==> config.mk <==
export PLATFORM = sky130hd
export DESIGN_NAME = regfile_debug_port
export DESIGN_NICKNAME = d
export VERILOG_FILES = /design/src/rtl/regfile_debug_port.sv
export SDC_FILE = /design/constraint.sdc
export NUM_CORES = 1
export LEC_CHECK = 0
export BUFFER_PORTS_ARGS = -buffer_cell sky130_fd_sc_hd__buf_4
export CAP_MARGIN = 5
export CORE_UTILIZATION = 45
export CTS_CLUSTER_DIAMETER = 150
export DETAILED_ROUTE_END_ITERATION = 10
export PLACE_DENSITY = 0.9
export SLEW_MARGIN = 20
export SYNTH_ARGS = -nofsm -noshare
export SYNTH_HDL_FRONTEND = slang
export SYNTH_SLANG_ARGS = --single-unit
==> constraint.sdc <==
create_clock -name clk -period 3.5 [get_ports clk]
set_clock_uncertainty 0.2 [all_clocks]
set_input_delay 0.35 -clock clk [delete_from_list [all_inputs] [get_ports clk]]
set_output_delay 0.35 -clock clk [all_outputs]
set_load 0.01 [all_outputs]
==> src/rtl/regfile_debug_port.sv <==
// regfile_debug_port: debug burst engine that walks a register file.
// It accepts read or write bursts of up to NREGS beats starting at any register.
// Reads stream out on a valid/ready channel. Writes consume a valid/ready stream
// and drive the register-file write port in the same cycle.
//
// Ports:
//   clk, reset                       clock, synchronous active-high reset
//   cmd_valid/cmd_ready              command handshake
//   cmd_write/cmd_addr/cmd_count     burst direction, start register, beat count
//   wr_valid/wr_ready/wr_data        write-data stream (WRITE bursts)
//   rd_valid/rd_ready/rd_data/rd_addr read-data stream (READ bursts)
//   rf_A1/rf_RD1                     register-file combinational read port
//   rf_WE3/rf_A3/rf_WD3              register-file write port
//   busy                             FSM not in IDLE
//   abort                            only when REGFILE_DBG_ABORT_EN is defined;
//                                    cancels the active burst
module regfile_debug_port #(
    parameter int NREGS = 32
) (
`ifdef REGFILE_DBG_ABORT_EN
    input  logic        abort,
`endif
    input  logic        clk,
    input  logic        reset,
    input  logic        cmd_valid,
    output logic        cmd_ready,
    input  logic        cmd_write,
    input  logic [4:0]  cmd_addr,
    input  logic [5:0]  cmd_count,
    input  logic        wr_valid,
    output logic        wr_ready,
    input  logic [31:0] wr_data,
    output logic        rd_valid,
    input  logic        rd_ready,
    output logic [31:0] rd_data,
    output logic [4:0]  rd_addr,
    output logic [4:0]  rf_A1,
    input  logic [31:0] rf_RD1,
    output logic        rf_WE3,
    output logic [4:0]  rf_A3,
    output logic [31:0] rf_WD3,
    output logic        busy
);

    localparam int unsigned AW = 5;
    localparam int unsigned CW = 6;
    localparam logic [CW-1:0] NREGS_CNT = CW'(NREGS);
    localparam logic [AW-1:0] LAST_ADDR = AW'(NREGS - 1);

    typedef enum logic [1:0] {IDLE, READ, WRITE} state_t;

    state_t        state;
    logic [AW-1:0] cur_addr;
    logic [CW-1:0] remaining;

    logic          abort_act;
    logic          cmd_fire;
    logic          rd_step;
    logic          wr_step;
    logic          last_beat;
    logic [AW-1:0] next_addr;
    logic [CW-1:0] cmd_beats;

    // Abort only has an effect while a burst is active.
`ifdef REGFILE_DBG_ABORT_EN
    assign abort_act = abort && (state != IDLE);
`else
    assign abort_act = 1'b0;
`endif

    // A pending read beat blocks new commands so the stream never mixes bursts.
    assign cmd_ready = (state == IDLE) && !rd_valid;
    assign cmd_fire  = cmd_valid && cmd_ready;
    assign cmd_beats = (cmd_count > NREGS_CNT) ? NREGS_CNT : cmd_count;

    assign rd_step   = (state == READ) && (!rd_valid || rd_ready) && !abort_act;
    assign wr_ready  = (state == WRITE);
    assign wr_step   = wr_ready && wr_valid && !abort_act && !reset;

    // x0 beats are consumed but never written.
    assign rf_WE3    = wr_step && (cur_addr != '0);
    assign rf_A3     = wr_step ? cur_addr : '0;
    assign rf_WD3    = wr_step ? wr_data : '0;
    assign rf_A1     = (state == READ) ? cur_addr : '0;
    assign busy      = (state != IDLE);

    assign next_addr = (cur_addr == LAST_ADDR) ? '0 : cur_addr + AW'(1);
    assign last_beat = (remaining == CW'(1));

    // Burst FSM and read-stream output register.
    always_ff @(posedge clk) begin
        if (reset) begin
            state     <= IDLE;
            cur_addr  <= '0;
            remaining <= '0;
            rd_valid  <= 1'b0;
            rd_data   <= '0;
            rd_addr   <= '0;
        end else begin
            case (state)
                IDLE: begin
                    if (cmd_fire && (cmd_beats != '0)) begin
                        cur_addr  <= cmd_addr;
                        remaining <= cmd_beats;
                        state     <= cmd_write ? WRITE : READ;
                    end
                end
                READ: begin
                    if (abort_act) begin
                        remaining <= '0;
                        state     <= IDLE;
                    end else if (rd_step) begin
                        cur_addr  <= next_addr;
                        remaining <= remaining - CW'(1);
                        if (last_beat) state <= IDLE;
                    end
                end
                WRITE: begin
                    if (abort_act) begin
                        remaining <= '0;
                        state     <= IDLE;
                    end else if (wr_step) begin
                        cur_addr  <= next_addr;
                        remaining <= remaining - CW'(1);
                        if (last_beat) state <= IDLE;
                    end
                end
                default: state <= IDLE;
            endcase

            // A capture keeps rd_valid high; otherwise a taken beat clears it.
            if (abort_act) begin
                rd_valid <= 1'b0;
            end else if (rd_step) begin
                rd_data  <= rf_RD1;
                rd_addr  <= cur_addr;
                rd_valid <= 1'b1;
            end else if (rd_ready) begin
                rd_valid <= 1'b0;
            end
        end
    end

endmodule
==> metrics.txt <==
highest clock rate 0.3651 GHz; Worst Tran Pin Value 0.9064 ns; clk slew on worst S/H paths ~0.10 ns; critical-path cell with the highest stage delay and3_1; TritonCTS Buffers 5; FF-to-FF setup slack between 1 and 1.5 ns; RSZ-0062 raised after global routing no; worst path bufs/invs 2; Levels on crit path 5; total setup buffers inserted after CTS 0; CTS tree yes; gr ovfl total 0; Synth area leaders dfxtp_1 39%, nand2_1 11%, and2_1 10%; Seq/Total Area, Yosys 38.80%; largest net degree at the start of global routing 51; Max Cap Viol 0; Post-Syn Nets around 420; clk sinks 51; num rows 27; worst setup margin roughly 0.76 ns; sw frac between 40% and 50%; last element of the critical path rf_WD3[10]; worst skew pair latency 0.30 ns; Cell variety after synth 51; Initial DRC Count 144; Post-synth top cells 80 x nand2_1, 51 x dfxtp_1, 42 x a21oi_1, 42 x and2_1; drt total wl roughly 8400 um; Pre-antenna DRT Iters 4; clock network fraction of total power approximately 14%; Crit. Startpoint state[0]$_SDFFE_PP0P_; Initial Util between 40 and 50%; Hold Startpoint rf_RD1[2]; Post-synth EDFFs 0; DRC 0; die area ~0.006 mm2; Setup crit start kind register; post-layout util a little over 70%; net count reported at finish 572; Hold Violations, Final 0; top cell type's share of synthesized area roughly two fifths; Slew headroom about two fifths; Leak Pwr around 0.0019 uW; Avg Synthesized Cell Area about 8 um2; vias in the first global route approximately 2600; Longest Clk Path Bufs 2; outcome finished, final reports clean; Worst R2R Start state[0]$_SDFFE_PP0P_; CP max stage delay 0.79 ns; dpl ws ~0.95 ns; num ports around 170; Post-DRT Antenna Nets 0; combinational share of power between 50% and 60%; placed cell areas between 0.003 and 0.004 mm2; Int Power about 1500 uW; Setup crit end kind primary output; post-CTS sizing 0; total power ~2600 uW; Placer Congestion 0.8909; Post-DP HPWL 6478 um; die height between 70 and 80 um; Synth Flop Type dfxtp_1; Max VDD drop 0.0004125 V; synth warn 0; first-pass GRT wire length about 13000 um; P_sw roughly 1100 uW; arrival time worst endpoint roughly 2.2 ns; Via Count 2902; via-per-instance ratio 5.229; Layout fillers 456; reg2reg end remaining[0]$_SDFFE_PP0P_; Post-Synthesis Cells approximately 330; Yosys reg bits just over 50; proportion of layout cells with a drive suffix above 1 between 30 and 40%; top-count cell post-synth nand2_1; critical path's top delay family simple AND/OR/NAND/NOR gates; wire per inst ~15 um; ys async rst share 0%; diode count 0; CP required between 2 and 3 ns; Buffers on Ports approximately 160; fin crit share 78.26%; setup TNS 0 ns; post-route minimum period 2.739 ns; Final Instance Area approximately 0.004 mm2; largest area contributor in the netlist dfxtp_1; area grow syn2layout 50.93%; FF-to-FF path depth 6; CP max FO 38; Root Driver clkbuf_8; H-tree depth 2; PwrDens 645.6 mW/mm2; min-delay worst type in2reg; GRT Util Overall approximately 27%; Slew Limit Fails 0; core area ~0.0056 mm2; Sequential Power Share 33.8%; # setup viols final 0; initial antenna violation count 0; CP Cell Sequence inv_1 -> ha_1 -> and3_1 -> and2_1 -> buf_4; Die Width 78.47 um; Cell Area, Synth between 0.002 and 0.003 mm2; # hold bufs at CTS 0; WS Path Type reg2out
[worst min-delay path, cell delays in order]
cell and delay [ns]:
buf_4 0.11, nand2_1 0.04, a21oi_1 0.05
[final cells by class]
class / count / area (um2) / share of cell area, %
Clock inverter: 3 / 26.28 / 0.6616
Clock buffer: 5 / 68.82 / 1.733
Multi-Input combinational cell: 246 / 1478 / 37.21
Inverter: 13 / 48.80 / 1.229
Timing Repair Buffer: 165 / 1239 / 31.19
Sequential cell: 51 / 1021 / 25.71
Tap cell: 72 / 90.09 / 2.268
[flip-flops by register name (all words and copies together), names as in the netlist]
register and count:
cur_addr 5, rd_valid 1, rd_data 32, rd_addr 5, remaining 6, state 2
[layout by cell type (no fill, tap or decap), types with 2 or more instances in the layout]
master / n
o2111ai_1: 2
mux2i_1: 4
o2bb2ai_1: 2
ha_1: 9
o41ai_2: 2
nand3_1: 4
clkbuf_8: 5
o211a_1: 2
o31ai_1: 2
inv_1: 11
a211oi_1: 3
nand2_1: 79
nand4_1: 2
nand2b_1: 4
and2_1: 42
a32o_1: 2
and3_1: 4
dfxtp_1: 51
nor2_1: 10
inv_6: 2
a21oi_1: 42
buf_4: 165
nor3_1: 2
a31oi_1: 4
o21ai_0: 2
[how the worst min path moves through the flow]
stage,end,slack (ns),depth (start not counted)
4_1_cts,rd_data[2]$_SDFFE_PP0P_,0.07,3
6_report,rd_data[2]$_SDFFE_PP0P_,0.08,3
2_1_floorplan,remaining[5]$_SDFFE_PP0P_,0.24,2
5_1_grt,rd_data[8]$_SDFFE_PP0P_,0.07,3
3_5_place_dp,rd_addr[1]$_SDFFE_PP0P_,0.25,2
3_3_place_gp,rd_addr[2]$_SDFFE_PP0P_,0.24,2
[through the flow]
stage	hold WS (ns)	cells
6_report	0.08433	555
2_1_floorplan	0.2398	329
4_1_cts	0.07402	555
3_5_place_dp	0.2477	547
3_3_place_gp	0.2444	547
5_1_grt	0.06936	555
[power by group through the flow]
stage | Sequential, uW | Clock, uW | Combinational, uW
6_report | 866 | 357 | 1340
5_1_grt | 887 | 395 | 1480
4_1_cts | 865 | 369 | 1340
3_5_place_dp | 878 | 0 | 1330
3_3_place_gp | 874 | 0 | 1300
2_1_floorplan | 877 | 0 | 855
[cell families (layout without fill, tap and decap cells)]
| kind of cell | Yosys count | count (layout) | synth area share, % |
|---|---|---|---|
| AO/OA/AOI/OAI | 73 | 73 | 19.73 |
| XOR/XNOR | 1 | 1 | 0.3329 |
| adder cells (fa/ha/maj) | 9 | 9 | 4.280 |
| buffers and inverters | 32 | 186 | 5.135 |
| flip-flops | 51 | 51 | 38.80 |
| multiplexers | 4 | 4 | 1.522 |
| AND/OR/NAND/NOR | 159 | 159 | 30.20 |
[layer usage]
layer | global-route usage [%] | vias up | routed length [um]
met1 | 34.41 | 1346 | 3444
met4 | 5.556 | 0 | 115
met2 | 47.63 | 127 | 4261
met3 | 5.465 | 12 | 545
met5 | 0 | - | 0
li1 | - | 1417 | -
Note: power is estimated with default switching activity, not from simulation.
